`config.mk`:
```
export PLATFORM = sky130hd
export DESIGN_NAME = fb_pixel_writer
export DESIGN_NICKNAME = d
export VERILOG_FILES = /design/src/rtl/fb_pixel_writer_pkg.sv /design/src/rtl/fb_pixel_fifo.sv /design/src/rtl/fb_pixel_writer.sv
export SDC_FILE = /design/constraint.sdc
export NUM_CORES = 1
export LEC_CHECK = 0
export CORE_UTILIZATION = 60
export CTS_BUF_LIST = sky130_fd_sc_hd__clkbuf_4
export CTS_CLUSTER_DIAMETER = 200
export CTS_CLUSTER_SIZE = 10
export DETAILED_ROUTE_END_ITERATION = 8
export HOLD_SLACK_MARGIN = 0.06
export PLACE_DENSITY = 0.95
export REMOVE_ABC_BUFFERS = 1
export SLEW_MARGIN = 20
export SYNTH_ARGS = -nofsm -noshare
export SYNTH_HDL_FRONTEND = slang
export SYNTH_SLANG_ARGS = --single-unit
```
`constraint.sdc`:
```
create_clock -name clock_all -period 7.9 [get_ports clock_all]
set_input_delay 2.37 -clock clock_all [delete_from_list [all_inputs] [get_ports clock_all]]
set_output_delay 2.37 -clock clock_all [all_outputs]
set_load 0.02 [all_outputs]
```
`src/rtl/fb_pixel_writer_pkg.sv`:
```
// Shared types and constants for the frame-buffer pixel writer.
// Screen geometry, tuple field widths, the buffered pixel tuple and the FSM states.
package fb_pixel_writer_pkg;

  localparam int SCREEN_W  = 320;
  localparam int SCREEN_H  = 240;
  localparam int FB_ADDR_W = 17;
  localparam int X_W       = 9;
  localparam int Y_W       = 8;
  localparam int COLOUR_W  = 3;

  // Clip limits sized to the coordinate fields so comparisons stay width-matched
  localparam logic [X_W-1:0] X_LIM = X_W'(SCREEN_W);
  localparam logic [Y_W-1:0] Y_LIM = Y_W'(SCREEN_H);

  typedef struct packed {
    logic [X_W-1:0]      x;
    logic [Y_W-1:0]      y;
    logic [COLOUR_W-1:0] colour;
    logic                last;
  } pixel_t;

  typedef enum logic [1:0] {
    IDLE,
    STREAM,
    DONE
  } state_t;

endpackage

```
`src/rtl/fb_pixel_fifo.sv`:
```
// Synchronous FIFO of pixel tuples with registered count, full and empty flags.
module fb_pixel_fifo
  import fb_pixel_writer_pkg::*;
#(
  parameter int unsigned DEPTH = 4
) (
  input  logic                     clk_i,
  input  logic                     rst_ni,
  input  logic                     push_i,
  input  logic                     pop_i,
  input  pixel_t                   data_i,
  output pixel_t                   data_o,
  output logic                     full_o,
  output logic                     empty_o,
  output logic [$clog2(DEPTH):0]   count_o
);

  localparam int PTR_W = $clog2(DEPTH);
  localparam int CNT_W = PTR_W + 1;

  pixel_t           mem_q [DEPTH];
  logic [PTR_W-1:0] wrPtr_q, rdPtr_q;
  logic [CNT_W-1:0] count_q, count_d;
  logic             full_q, empty_q;
  logic             doPush, doPop;

  assign doPush  = push_i && !full_q;
  assign doPop   = pop_i && !empty_q;
  assign count_d = count_q + CNT_W'(doPush) - CNT_W'(doPop);

  // Storage needs no reset; only pointers and flags define validity
  always_ff @(posedge clk_i) begin
    if (doPush) mem_q[wrPtr_q] <= data_i;
  end

  always_ff @(posedge clk_i or negedge rst_ni) begin
    if (!rst_ni) begin
      wrPtr_q <= '0;
      rdPtr_q <= '0;
      count_q <= '0;
      full_q  <= 1'b0;
      empty_q <= 1'b1;
    end else begin
      if (doPush) wrPtr_q <= wrPtr_q + PTR_W'(1);
      if (doPop)  rdPtr_q <= rdPtr_q + PTR_W'(1);
      count_q <= count_d;
      full_q  <= (count_d == CNT_W'(DEPTH));
      empty_q <= (count_d == '0);
    end
  end

  assign data_o  = mem_q[rdPtr_q];
  assign full_o  = full_q;
  assign empty_o = empty_q;
  assign count_o = count_q;

endmodule

```
`src/rtl/fb_pixel_writer.sv`:
```
// Buffers sprite pixel tuples, clips to the screen and issues frame-buffer writes.
// Define TRANSPARENT_SKIP_EN to suppress writes of TRANSPARENT_COLOUR pixels.
module fb_pixel_writer
  import fb_pixel_writer_pkg::*;
#(
  parameter int unsigned         FIFO_DEPTH         = 4,
  parameter logic [COLOUR_W-1:0] TRANSPARENT_COLOUR = 3'b101
) (
  input  logic                 clock_all,
  input  logic                 reset_all,
  input  logic                 in_valid,
  output logic                 in_ready,
  input  logic [X_W-1:0]       in_x,
  input  logic [Y_W-1:0]       in_y,
  input  logic [COLOUR_W-1:0]  in_colour,
  input  logic                 in_last,
  input  logic                 fb_hold,
  output logic                 fb_wren,
  output logic [FB_ADDR_W-1:0] fb_address,
  output logic [COLOUR_W-1:0]  fb_data,
  output logic                 sprite_done,
  output logic                 busy,
  output logic [15:0]          clip_count
);

  localparam int CNT_W = $clog2(FIFO_DEPTH) + 1;
`ifdef TRANSPARENT_SKIP_EN
  localparam bit SKIP_EN = 1'b1;
`else
  localparam bit SKIP_EN = 1'b0;
`endif

  state_t               state_q, state_d;
  pixel_t               inPix, headPix;
  logic                 push, pop, fifoFull, fifoEmpty;
  logic [CNT_W-1:0]     fifoCount, countNext;
  logic                 inReady_q, fbWren_q, lastRetired_q;
  logic [FB_ADDR_W-1:0] fbAddress_q;
  logic [COLOUR_W-1:0]  fbData_q;
  logic [15:0]          clipCount_q;
  logic                 onScreen, transparent, doWrite;

  assign inPix       = '{x: in_x, y: in_y, colour: in_colour, last: in_last};
  assign push        = in_valid && inReady_q && !fifoFull;
  assign pop         = !fifoEmpty && !fb_hold;
  assign countNext   = fifoCount + CNT_W'(push) - CNT_W'(pop);
  assign onScreen    = (headPix.x < X_LIM) && (headPix.y < Y_LIM);
  assign transparent = SKIP_EN && (headPix.colour == TRANSPARENT_COLOUR);
  assign doWrite     = pop && onScreen && !transparent;

  fb_pixel_fifo #(.DEPTH(FIFO_DEPTH)) u_fifo (
    .clk_i   (clock_all),
    .rst_ni  (reset_all),
    .push_i  (push),
    .pop_i   (pop),
    .data_i  (inPix),
    .data_o  (headPix),
    .full_o  (fifoFull),
    .empty_o (fifoEmpty),
    .count_o (fifoCount)
  );

  // in_ready looks at the post-edge count so a pop on a full FIFO cannot admit a push that cycle
  always_ff @(posedge clock_all or negedge reset_all) begin
    if (!reset_all) begin
      inReady_q     <= 1'b0;
      fbWren_q      <= 1'b0;
      fbAddress_q   <= '0;
      fbData_q      <= '0;
      clipCount_q   <= '0;
      lastRetired_q <= 1'b0;
    end else begin
      inReady_q     <= (countNext < CNT_W'(FIFO_DEPTH));
      fbWren_q      <= doWrite;
      lastRetired_q <= pop && headPix.last;
      if (doWrite) begin
        fbAddress_q <= FB_ADDR_W'({headPix.y, 8'b0}) + FB_ADDR_W'({headPix.y, 6'b0})
                     + FB_ADDR_W'(headPix.x);
        fbData_q    <= headPix.colour;
      end
      if (pop && !onScreen && (clipCount_q != 16'hFFFF)) clipCount_q <= clipCount_q + 16'd1;
    end
  end

  always_ff @(posedge clock_all or negedge reset_all) begin
    if (!reset_all) state_q <= IDLE;
    else            state_q <= state_d;
  end

  // DONE follows the write cycle of a last tuple; back-to-back lasts keep it for another pulse
  always_comb begin
    state_d = state_q;
    case (state_q)
      IDLE:    if (!fifoEmpty || push) state_d = STREAM;
      STREAM:  if (lastRetired_q) state_d = DONE;
      DONE: begin
        if (lastRetired_q)           state_d = DONE;
        else if (fifoEmpty && !push) state_d = IDLE;
        else                         state_d = STREAM;
      end
      default: state_d = IDLE;
    endcase
  end

  always_comb begin
    sprite_done = 1'b0;
    busy        = !fifoEmpty;
    if (state_q == DONE) sprite_done = 1'b1;
    if (state_q != IDLE) busy = 1'b1;
  end

  assign in_ready   = inReady_q;
  assign fb_wren    = fbWren_q;
  assign fb_address = fbAddress_q;
  assign fb_data    = fbData_q;
  assign clip_count = clipCount_q;

endmodule

```
* Word level (Yosys, flattened, before mapping)
Memories as Yosys holds them, arrays and structs flattened.
Cells that the tools add are included.
Widths: inputs -> output; s select.
** Storage, ports and cells
- Output and inout port bits :: 40
- Input port bits :: 25
- RAM bits :: 84
- Memories kept :: 1
- Bits in registers :: 50
- Bits in latches :: 0
- Word-level logic and storage cells :: 61
- ROM bits :: 0
** Memories
- u_fifo.mem_q :: depth 4, width 21, rd ports 1, clocked after memory_dff 0, write ports 1, RTL line fb_pixel_fifo.sv:21 : pixel_t mem_q [DEPTH];
** Cells by class
- Muxes and demuxes :: 9
- Magnitude comparators :: 3
- Reductions and logical operators :: 21
- Shifts and indexed selects :: 0
- $mul :: 0
- Add/subtract/negate cells :: 9
- Equality and inequality tests :: 6
- Bitwise operators :: 0
- Divide/modulo/power cells :: 0
** Operators by type and width (count)
- $add 16x14->17 :: 1
- $add 17x9->17 :: 1
- $add 16x1->16 const B :: 1
- $ne 16x16->1 const B :: 1
- $logic_and 1x1->1 :: 11
- $lt 9x9->1 const B :: 1
- $lt 8x8->1 const B :: 1
- $add 3x1->3 :: 2
- $mux 2 :: 3
- $pmux 2 s3 :: 1
- $sub 3x1->3 :: 2
- $logic_not 1->1 :: 5
- $mux 1 :: 5
- $add 2x1->2 const B :: 2
- $ne 2x2->1 const B :: 2
- $eq 3x3->1 const B :: 1
- $logic_not 3->1 :: 1
- $lt 3x3->1 const B :: 1
- $eq 2x1->1 const B :: 1
- $eq 2x2->1 const B :: 1
- $logic_not 2->1 :: 1
- $reduce_and 2->1 :: 1
- $reduce_bool 2->1 :: 1
- $logic_or 1x1->1 :: 1

* Depth between registers and ports, before layout
Gate-level depths: netlist (run 1).
- Depth after elaboration :: 7
- Gate-level depth with buffers :: 13
- Depth with buffers taken out :: 10

* Hierarchy
Synthesis (run 1) repeated with hierarchy kept, for this count alone.
** Second synthesis, totals
- Cell total of the unflattened synthesis :: 374
- Area, all modules :: 5783.0 um^2
** Modules (own cells, without submodules)
- fb_pixel_fifo :: sequential area each 2748.9 um^2, area an instance 3530.9 um^2, instances 1, cells each 146
- fb_pixel_writer :: sequential area each 1026.0 um^2, area an instance 2252.2 um^2, instances 1, cells each 228

* Least setup slack after synthesis (run 1)
No wires, ideal clock.
- Path kind :: input-to-reg
- Start point :: input port fb_hold
- End point :: register u_fifo.full_q, in the netlist u_fifo.full_o
- Library setup time :: 88 ps
- Cell stages on the path :: 11
- Arrival :: 4412 ps
- Path buffers :: 2
- Slack :: 3400 ps
- Path through :: or2_2 > clkbuf_1 > inv_1 > clkbuf_1 > ha_1 > inv_1 > ha_1 > inv_1 > fa_1 > xor2_1 > nor3b_1
** Between the ends
- Cells in the longest elaborated chain, start to end :: 5
** Ends and longest elaborated chain
- from (decl) :: RTL line fb_pixel_writer.sv:17 : input logic fb_hold,
- $logic_not 1->1 :: RTL line fb_pixel_writer.sv:45 : assign pop = !fifoEmpty && !fb_hold;
- $logic_and 1x1->1 :: RTL line fb_pixel_writer.sv:45
- $logic_and 1x1->1 :: RTL line fb_pixel_fifo.sv:28 : assign doPop = pop_i && !empty_q;
- net u_fifo.doPop :: RTL line fb_pixel_fifo.sv:25 : logic doPush, doPop;
- $sub 3x1->3 :: RTL line fb_pixel_fifo.sv:29 : assign count_d = count_q + CNT_W'(doPush) - CNT_W'(doPop);
- net u_fifo.count_d[2] :: RTL line fb_pixel_fifo.sv:23 : logic [CNT_W-1:0] count_q, count_d;
- $eq 3x3->1 :: RTL line fb_pixel_fifo.sv:47 : full_q <= (count_d == CNT_W'(DEPTH));
- to (signal assigned) :: RTL line fb_pixel_fifo.sv:47
- to (decl) :: RTL line fb_pixel_fifo.sv:24 : logic full_q, empty_q;
The timed path passes the listed nets, and every way through them passes these cells.
A chain may end at the register's enable or synchronous reset.

* Final worst setup path (run 1)
- Start point :: input port fb_hold
- End point :: register u_fifo.full_q, in the netlist u_fifo.full_o
** Between the ends
- Cells in the longest elaborated chain, start to end :: 5
** Ends and longest elaborated chain (RTL line)
- $logic_not 1->1 :: fb_pixel_writer.sv:45
- $logic_and 1x1->1 :: fb_pixel_writer.sv:45
- $logic_and 1x1->1 :: fb_pixel_fifo.sv:28
- $sub 3x1->3 :: fb_pixel_fifo.sv:29
- net u_fifo.count_d[2] :: fb_pixel_fifo.sv:23
- $eq 3x3->1 :: fb_pixel_fifo.sv:47
The timed path passes the listed nets, and every way through them passes these cells.

==> out/metrics.cfg, run 1 <==
[cts]
ctsHoldBuffers = 0
cts_root_buf = sky130_fd_sc_hd__clkbuf_4
postCtsResizedCells = 0
worst_skew_pair.late_latency_ps = 510
htree_levels = 4
clock_sink_count = 134
cts_max_path_buffers = 2
clkTransAtPathRegs_ps = 120
cts_setup_buffers = 0
cts_tree = done
clock_buffers_created_by_tritoncts = 17

[place]
dp_worst_setup_slack_ps = 2960
routabilityCongestion = 0.881
dp.cells = 542
post-dp-hpwl_um = 6940
port_buffers = 64

[final_layout]
postLayoutCoreUtil_pct = 73.6
multi_input_comb_area_um2 = 1900
areaGrowthSynthToFinish_pct = 17.9
sequential_cell_area_um2 = 3770
fillerInstances = 581
antenna_cells_inserted = 0
layout-drive-gt1-share_pct = 16.2
nets = 483
final_cells = 574

[sta]
finalCriticalPeriod_ps = 4560
timing.final.setup_violations = 0
fmax_mhz = 219
report.final.hold_viol_count = 0
worst-slew-pin-transition_ps = 1050
hold_slack_ps = 485
finalClockSkew_ps = 23.4
max_slew_vio_count = 0
unrepaired_setup_endpoints_after_global_routing = false
fin_tns_setup_ps = 0
timing.slew.headroom_pct = 29.9
timing.final.ws_setup_ps = 3340
share_of_the_clock_period_used_by_the_worst_path_pct = 57.8

[synthesis]
synth_simple_gate_area_share_pct = 7.85
yosys_register_bits = 134
synth_top_cell_area_share_pct = 43.5
yosys.area_share.xor_xnor_pct = 3.90
syn_inst = 358
yosysUniqueCellTypes = 47
yosys_warnings = 0
synth-async-reset-ratio_pct = 37.3
synth-adder-area-share_pct = 6.17
synth_top_family_by_area = multiplexers
synth_flop_cell = sky130_fd_sc_hd__edfxtp_1
synth_compound_area_share_pct = 3.02
synth.cell_area_um2 = 5800
synth_top_cells_by_area = sky130_fd_sc_hd__edfxtp_1 43%, sky130_fd_sc_hd__dfrtp_1 21%, sky130_fd_sc_hd__ha_1 5.0%, sky130_fd_sc_hd__mux4_1 4.5%, sky130_fd_sc_hd__mux4_2 4.3%
multiplexer_share_of_the_synthesized_area_pct = 11.5
ys_seq_area_share_pct = 65.1
synth-edff-count = 84
synthDominantAreaCellType = sky130_fd_sc_hd__edfxtp_1
synth.avg_cell_area_um2 = 16.2

[worst_setup_path]
path_buf_inv = 4
crit_slowest_cell = sky130_fd_sc_hd__clkdlybuf4s50_1
reg2reg_depth = 10
critical_path.endpoint_type = flip-flop
reg2reg_setup_slack_ps = 4170
critical_path_required_ps = 8310
critPathMostFrequentCell = sky130_fd_sc_hd__inv_1
cell_class_contributing_the_biggest_share_of_worst_path_delay = buffers and inverters
rr_endpoint = fb_address[14]
critical_path_peak_fanout = 11
critical_path_start_type = input port
cpPeakStageDelay_ps = 390
beginning_of_the_worst_register_to_register_path = u_fifo.rdPtr_q[1]
critical_path.cell_chain = clkdlybuf4s50_1 > or2_2 > inv_1 > ha_1 > inv_1 > ha_1 > inv_1 > fa_1 > xor2_1 > nor3b_1
worst_ep_arrival_time_ps = 4980
worst-setup-path-type = input port to flip-flop
timing.critical_path.depth = 10

[power_and_ir_drop]
total_leakage_power_nw = 2.62
p_comb_share_pct = 46.5
clockPowerShare_pct = 16.2
pwr-share-seq_pct = 37.3
swShare_pct = 37.8
power_report.internal_total_mw = 1.71
worst_ir_drop_on_vdd_v = 0.000184
net-switching-power_mw = 1.04
power_density_nw_per_um2 = 403

[global_routing]
grt_pass1_wl_um = 16800
grt.overflow.total = 0
gr-usage-all-layers_pct = 23.1
first_global_vias = 3320
initial_antenna_violation_count = 0
grt_start_max_net_pins = 51

[drt]
wirelength_um = 10500
avgViaCountPerCell = 5.71
residual_drc_count = 0
route.vias.total = 3280
wl_per_cell_um = 18.3
detail-route-antenna-nets = 0
starting_drc_count_in_detailed_routing = 238
firstDrtPassIters = 5

[floorplanning]
rows = 35
die_width_um = 100
die_h_um = 100
num_io_pins = 65
floorplan_die_area_um2 = 10100
design.core.area_um2 = 9280
floorplan.initialDensity_pct = 62.5

[hold_path]
holdPathStages = 1
worst_hold_path_type = flip-flop to flip-flop
timing.hold.worst_endpoint = fb_address[11]
hold_start = fb_address[11]

[run_status]
outcome = completed

[run]
timing.max_cap.violations = 0

-- layout make-up --
class                           instances  share of cell area [%]
Clock buffer                           18                    1.98
Multi-Input combinational cell        196                    27.8
Clock inverter                         14                    2.20
Sequential cell                       134                    55.2
Tap cell                              129                    2.36
Timing Repair Buffer                   66                    9.52
Inverter                               17                   0.933
-- layer usage --
metal / global-route usage, % / up-vias / share of wire, %
met5: 0 / - / 0
met4: 8.92 / 0 / 2.2
met3: 5.78 / 24 / 4.4
met2: 39.6 / 100 / 53
met1: 28.4 / 1649 / 41
li1: - / 1507 / -
-- power groups by stage --
stage / clock (mW) / combinational [mW] / sequential, mW
2_1_floorplan: 0 / 0.776 / 1.12
3_3_place_gp: 0 / 1.18 / 1.03
3_5_place_dp: 0 / 1.26 / 1.04
4_1_cts: 0.456 / 1.28 / 1.03
5_1_grt: 0.485 / 1.39 / 1.04
6_report: 0.447 / 1.28 / 1.03
-- flip-flops by register name, summed over array words and instances (netlist names) --
register	count
u_fifo.mem_q	84
fb_address	17
clip_count	16
fb_data	3
u_fifo.count_o	3
state_q	2
u_fifo.rdPtr_q	2
u_fifo.wrPtr_q	2
fb_wren	1
in_ready	1
lastRetired_q	1
u_fifo.empty_o	1
u_fifo.full_o	1
-- worst max path at each step --
stage                        from            end
final                     fb_hold  u_fifo.full_o
after global routing      fb_hold  u_fifo.full_o
after CTS                 fb_hold  u_fifo.full_o
after detailed placement  fb_hold  u_fifo.full_o
after global placement    fb_hold  u_fifo.full_o
after floorplan           fb_hold  u_fifo.full_o
-- synth_stat cells, types with 2 or more instances --
master and count:
sky130_fd_sc_hd__and3_1 2, sky130_fd_sc_hd__mux4_2 11, sky130_fd_sc_hd__a211oi_1 2, sky130_fd_sc_hd__o21a_1 4, sky130_fd_sc_hd__nor2b_1 3, sky130_fd_sc_hd__nor2_1 7
sky130_fd_sc_hd__dfrtp_1 49, sky130_fd_sc_hd__buf_6 2, sky130_fd_sc_hd__nor4_1 10, sky130_fd_sc_hd__xnor2_1 10, sky130_fd_sc_hd__and2_1 5, sky130_fd_sc_hd__clkbuf_1 5
sky130_fd_sc_hd__mux2_2 14, sky130_fd_sc_hd__nand2_1 23, sky130_fd_sc_hd__fa_1 3, sky130_fd_sc_hd__edfxtp_1 84, sky130_fd_sc_hd__nand2b_1 3, sky130_fd_sc_hd__o21ai_0 9
sky130_fd_sc_hd__xor2_1 14, sky130_fd_sc_hd__a21o_1 3, sky130_fd_sc_hd__or2_2 3, sky130_fd_sc_hd__nand3_1 5, sky130_fd_sc_hd__nor3_1 9, sky130_fd_sc_hd__nand4_1 6
sky130_fd_sc_hd__nor3b_1 2, sky130_fd_sc_hd__buf_2 2, sky130_fd_sc_hd__ha_1 23, sky130_fd_sc_hd__inv_1 17, sky130_fd_sc_hd__mux4_1 10
-- worst register-to-register path, stage by stage, from the launching register on --
cell and delay, ps:
sky130_fd_sc_hd__dfrtp_1 1020, sky130_fd_sc_hd__mux4_2 430, sky130_fd_sc_hd__inv_1 80, sky130_fd_sc_hd__fa_1 600, sky130_fd_sc_hd__inv_1 60, sky130_fd_sc_hd__ha_1 280, sky130_fd_sc_hd__a21o_1 190, sky130_fd_sc_hd__a221o_1 340
sky130_fd_sc_hd__o41ai_1 360, sky130_fd_sc_hd__xor2_1 180, sky130_fd_sc_hd__o21ai_0 80
-- cell families after synthesis --
group | Yosys count
AO/OA/AOI/OAI | 26
XOR/XNOR | 25
adder cells (fa/ha/maj) | 27
buffers and inverters | 28
flip-flops | 134
multiplexers | 35
AND/OR/NAND/NOR | 83
-- cells in the final DEF, fill, tap and decap left out, drive strengths merged, types with 11 or more instances in the layout --
| master | instances |
|---|---|
| clkbuf | 18 |
| clkdlybuf4s50 | 63 |
| dfrtp | 49 |
| edfxtp | 84 |
| ha | 23 |
| inv | 21 |
| mux2 | 14 |
| mux4 | 21 |
| nand2 | 23 |
| xnor2 | 11 |
| xor2 | 14 |
-- stage by stage --
stage               total power, mW  cell area (µm²)
floorplan                      1.89             5720
global placement               2.21             6540
detailed placement             2.30             6540
CTS                            2.77             6830
global route                   2.92             6840
finish                         2.75             6840
(Power assumes the default switching activity.)
==> run 2: changes to the inputs <==
Settings changed: CORE_UTILIZATION 60 to 58, PLACE_DENSITY 0.95 to 0.93.
Clock period 7.9 ns to 4.3 ns, I/O delays scaled along.
==> out/metrics.cfg, run 2 (synthesis gave the netlist of run 1 again) <==
[cts]
cts_max_path_buffers = 2
htree_levels = 4
clkTransAtPathRegs_ps = 110
postCtsResizedCells = 0
clock_sink_count = 134
cts_tree = done
clock_buffers_created_by_tritoncts = 17
cts_root_buf = sky130_fd_sc_hd__clkbuf_4
cts_setup_buffers = 0
worst_skew_pair.late_latency_ps = 520
ctsHoldBuffers = 0

[sta]
timing.slew.headroom_pct = 50.8
finalCriticalPeriod_ps = 3420
fin_tns_setup_ps = 0
unrepaired_setup_endpoints_after_global_routing = false
report.final.hold_viol_count = 0
max_slew_vio_count = 0
worst-slew-pin-transition_ps = 732
finalClockSkew_ps = 14.4
timing.final.setup_violations = 0
fmax_mhz = 292
share_of_the_clock_period_used_by_the_worst_path_pct = 79.6
timing.final.ws_setup_ps = 879

[final_layout]
final_common_cell = sky130_fd_sc_hd__edfxtp_1
areaGrowthSynthToFinish_pct = 19.5
most_frequent_cells_in_the_layout = 84 x sky130_fd_sc_hd__edfxtp_1, 63 x sky130_fd_sc_hd__clkdlybuf4s50_1, 49 x sky130_fd_sc_hd__dfrtp_1
largest_reg_flops = 84
layout-drive-gt1-share_pct = 17.0
largest-register = u_fifo.mem_q
final_cells = 585
nets = 490
antenna_cells_inserted = 0

[run_status]
outcome = completed

[power_and_ir_drop]
power_density_nw_per_um2 = 737
worst_ir_drop_on_vdd_v = 0.000524
total_leakage_power_nw = 2.67

[global_routing]
first_global_vias = 3428
grt.overflow.total = 0
grt_pass1_wl_um = 16600
initial_antenna_violation_count = 0
gr-usage-all-layers_pct = 22.3
grt_start_max_net_pins = 51

[drt]
wl_per_cell_um = 17.5
avgViaCountPerCell = 5.53
firstDrtPassIters = 5
starting_drc_count_in_detailed_routing = 140
detail-route-antenna-nets = 0
route.vias.total = 3234
residual_drc_count = 0
wirelength_um = 10200

[floorplanning]
num_io_pins = 65
die_h_um = 102
floorplan.initialDensity_pct = 59.6
die_width_um = 102
floorplan_die_area_um2 = 10400
rows = 36
design.core.area_um2 = 9730

[worst_setup_path]
critical_path.cell_chain = buf_4 > mux4_2 > ha_1 > ha_1 > and3_1 > a221o_1 > o41ai_1 > xor2_1 > o21ai_0
cell_class_contributing_the_biggest_share_of_worst_path_delay = compound AO/OA/AOI/OAI gates
worst-setup-path-type = flip-flop to flip-flop
critical_path.endpoint_type = flip-flop
critPathMostFrequentCell = sky130_fd_sc_hd__ha_1
critical_path_required_ps = 4700
path_buf_inv = 1
crit_slowest_cell = sky130_fd_sc_hd__dfrtp_1
worst_ep_arrival_time_ps = 3820
critical_path_start_type = flip-flop
critical_path_peak_fanout = 10
cpPeakStageDelay_ps = 680

[place]
routabilityCongestion = 0.831
dp_worst_setup_slack_ps = 675
dp.cells = 553
port_buffers = 64
post-dp-hpwl_um = 7060

[hold_path]
worst_hold_path_type = flip-flop to flip-flop

[run]
timing.max_cap.violations = 0

[run 2: cell types whose count changed in the layout (fill, tap and decap cells not counted)]
cell,previous run,this run
sky130_fd_sc_hd__buf_4,2,10
sky130_fd_sc_hd__inv_6,4,0
sky130_fd_sc_hd__and2_1,3,5
sky130_fd_sc_hd__and2_2,2,0
sky130_fd_sc_hd__bufinv_16,2,4
sky130_fd_sc_hd__buf_2,1,0
sky130_fd_sc_hd__clkbuf_4,18,19
sky130_fd_sc_hd__clkinvlp_4,2,3
[run 2: worst paths after layout]
kind,start,cells after the start,slack (ps),endpoint
max in group asynchronous,reset_all,1,3090,fb_data[0]
min in group asynchronous,reset_all,1,790,clip_count[14]
max,u_fifo.rdPtr_q[0],9,880,fb_address[14]
min reg2reg,fb_address[9],2,490,fb_address[9]
max reg2reg,u_fifo.rdPtr_q[0],9,880,fb_address[14]
min,fb_address[9],2,490,fb_address[9]
[run 2: worst reg2reg max path, cell delays in order (launching register included)]
cell and delay, ps:
sky130_fd_sc_hd__dfrtp_1 680, sky130_fd_sc_hd__buf_4 250, sky130_fd_sc_hd__mux4_2 570, sky130_fd_sc_hd__ha_1 320, sky130_fd_sc_hd__ha_1 360, sky130_fd_sc_hd__and3_1 220, sky130_fd_sc_hd__a221o_1 360, sky130_fd_sc_hd__o41ai_1 310
sky130_fd_sc_hd__xor2_1 160, sky130_fd_sc_hd__o21ai_0 80
[run 2: stage by stage]
stage,hold slack (ps),util [%],cell area (µm²),power [mW]
CTS,497,71.2,6920,5.16
global route,515,71.3,6930,5.48
global placement,462,67.8,6600,4.09
detailed placement,473,67.8,6600,4.23
finish,488,71.3,6930,5.11
floorplan,465,-,5720,3.48
[run 2: final cells by class]
class                   instances  area (µm²)
clock inverters                13         183
fillers                       632        2800
well taps                     133         166
repair buffers                 73         706
flip-flops and latches        134        3770
multi-input cells             196        1900
clock buffers                  19         143
inverters                      17        63.8
[run 2: metal layers]
layer / up-vias / share of wire, % / track usage, %
li1: 1531 / - / -
met1: 1601 / 41 / 27.1
met2: 90 / 53 / 38.0
met3: 12 / 5.1 / 6.70
met4: 0 / 0.87 / 7.91
met5: - / 0 / 0
[run 2: report_power, final]
group	total, mW	leakage, nW	switching [mW]	internal, mW
Clock	0.918	0.166	0.446	0.473
Combinational	2.32	1.12	1.20	1.12
Sequential	1.87	1.38	0.193	1.68
==> run 3: changes to the inputs <==
Settings changed: CORE_UTILIZATION 58 to 53, PLACE_DENSITY 0.93 to 0.9.
Clock period 4.3 ns to 3 ns, I/O delays scaled along.
==> out/metrics.cfg, run 3 (synthesis gave the netlist of run 1 again) <==
[final_layout]
final_common_cell = sky130_fd_sc_hd__edfxtp_1
final_cells = 619
largest-register = u_fifo.mem_q
layout-drive-gt1-share_pct = 24.9
most_frequent_cells_in_the_layout = 84 x sky130_fd_sc_hd__edfxtp_1, 63 x sky130_fd_sc_hd__clkdlybuf4s50_1, 48 x sky130_fd_sc_hd__dfrtp_1
nets = 520
largest_reg_flops = 84
fillerInstances = 714
areaGrowthSynthToFinish_pct = 23.8

[place]
dp.cells = 579
routabilityCongestion = 0.801
post-dp-hpwl_um = 7860
port_buffers = 64
dp_worst_setup_slack_ps = -180

[sta]
timing.slew.headroom_pct = 71.4
timing.final.setup_violations = 2
report.final.hold_viol_count = 0
timing.final.ws_setup_ps = -23.8
max_slew_vio_count = 0
finalCriticalPeriod_ps = 3020
worst-slew-pin-transition_ps = 430
share_of_the_clock_period_used_by_the_worst_path_pct = 101
hold_slack_ps = 280
finalClockSkew_ps = 19.0
unrepaired_setup_endpoints_after_global_routing = true
fin_tns_setup_ps = -35.5
fmax_mhz = 331

[cts]
ctsHoldBuffers = 0
cts_root_buf = sky130_fd_sc_hd__clkbuf_4
htree_levels = 4
clkTransAtPathRegs_ps = 120
clock_buffers_created_by_tritoncts = 17
cts_tree = done
cts_max_path_buffers = 2
clock_sink_count = 134
worst_skew_pair.late_latency_ps = 520

[drt]
avgViaCountPerCell = 5.54
wirelength_um = 11400
residual_drc_count = 0
route.vias.total = 3431
wl_per_cell_um = 18.5
detail-route-antenna-nets = 0
starting_drc_count_in_detailed_routing = 212
firstDrtPassIters = 4

[worst_setup_path]
critical_path_required_ps = 3420
critical_path.endpoint_type = flip-flop
worst_ep_arrival_time_ps = 3440
critical_path_peak_fanout = 7
crit_slowest_cell = sky130_fd_sc_hd__mux4_2
cpPeakStageDelay_ps = 580
beginning_of_the_worst_register_to_register_path = u_fifo.rdPtr_q[0]
worstSetupStartpoint = u_fifo.rdPtr_q[0]
critical_path.cell_chain = mux4_2 > inv_2 > fa_1 > inv_1 > ha_1 > a21o_1 > a221o_1 > o41ai_2 > xor2_1 > o21ai_1
worst-setup-path-type = flip-flop to flip-flop
critical_path_start_type = flip-flop

[floorplanning]
floorplan.initialDensity_pct = 55.4
floorplan_die_area_um2 = 11400
num_io_pins = 65
die_width_um = 107
die_h_um = 107
rows = 37
design.core.area_um2 = 10500

[global_routing]
grt_pass1_wl_um = 18300
gr-usage-all-layers_pct = 21.9
grt_start_max_net_pins = 32
first_global_vias = 3697
initial_antenna_violation_count = 0
grt.overflow.total = 0

[power_and_ir_drop]
power_density_nw_per_um2 = 1100
worst_ir_drop_on_vdd_v = 0.000600
total_leakage_power_nw = 2.77
power_mw = 7.86

[run_status]
outcome = finished with violations
failed_checks = negative setup slack

[hold_path]
worst_hold_path_type = input port to async pin

[run]
timing.max_cap.violations = 0

-- run 3: worst paths after layout --
kind	to	slack (ps)	cells past startpoint
max	fb_address[14]	-20	10
min	clip_count[12]	280	1
max reg2reg	fb_address[14]	-20	10
min reg2reg	fb_address[15]	490	2
max in group asynchronous	u_fifo.empty_o	1900	2
min in group clock_all	fb_address[15]	490	2
-- run 3: layout make-up --
| class | count | area, µm² | share of cell area (%) |
|---|---|---|---|
| clock buffers | 17 | 128 | 1.78 |
| inverters | 17 | 63.8 | 0.889 |
| flip-flops and latches | 134 | 3780 | 52.6 |
| well taps | 136 | 170 | 2.37 |
| clock inverters | 15 | 131 | 1.83 |
| multi-input cells | 196 | 1960 | 27.2 |
| repair buffers | 103 | 952 | 13.3 |
| diodes | 1 | 2.50 | 0.0349 |
-- run 3: power by group --
group	total (mW)	switching, mW	internal [mW]	leakage (nW)
Clock	1.08	0.670	0.411	0.132
Sequential	2.66	0.255	2.41	1.38
Combinational	4.12	2.02	2.10	1.27
Total	7.86	2.94	4.92	2.77
-- run 3: critical path, delay by kind of cell, from the launching register on --
| family | cells | cell delay (ps) |
|---|---|---|
| AOI/OAI and AO/OA | 4 | 870 |
| xor gates and xnor gates | 1 | 180 |
| adders and majority gates | 2 | 640 |
| buffers and inverters | 2 | 170 |
| DFF | 1 | 500 |
| muxes | 1 | 580 |
-- run 3: what timing repair did --
item                                    in CTS  in global routing
resized for setup                           10                  9
buffers inserted                             4                  3
pin swaps                                    2                  7
endpoints found under the setup margin       6                  6
-- run 3: per-stage QoR --
| step | utilization [%] | area, µm² |
|---|---|---|
| after floorplan | - | 5720 |
| after global placement | 64.8 | 6780 |
| after detailed placement | 64.8 | 6780 |
| after CTS | 67.8 | 7100 |
| after global routing | 68.6 | 7180 |
| final | 68.6 | 7180 |
-- run 3: metal layers --
metal / up-vias / track usage, % / wire [µm]
met1: 1728 / 24.4 / 4260
met2: 100 / 39.3 / 6380
met4: 0 / 9.78 / 201
li1: 1583 / - / -
met3: 20 / 5.65 / 610
met5: - / 0 / 0
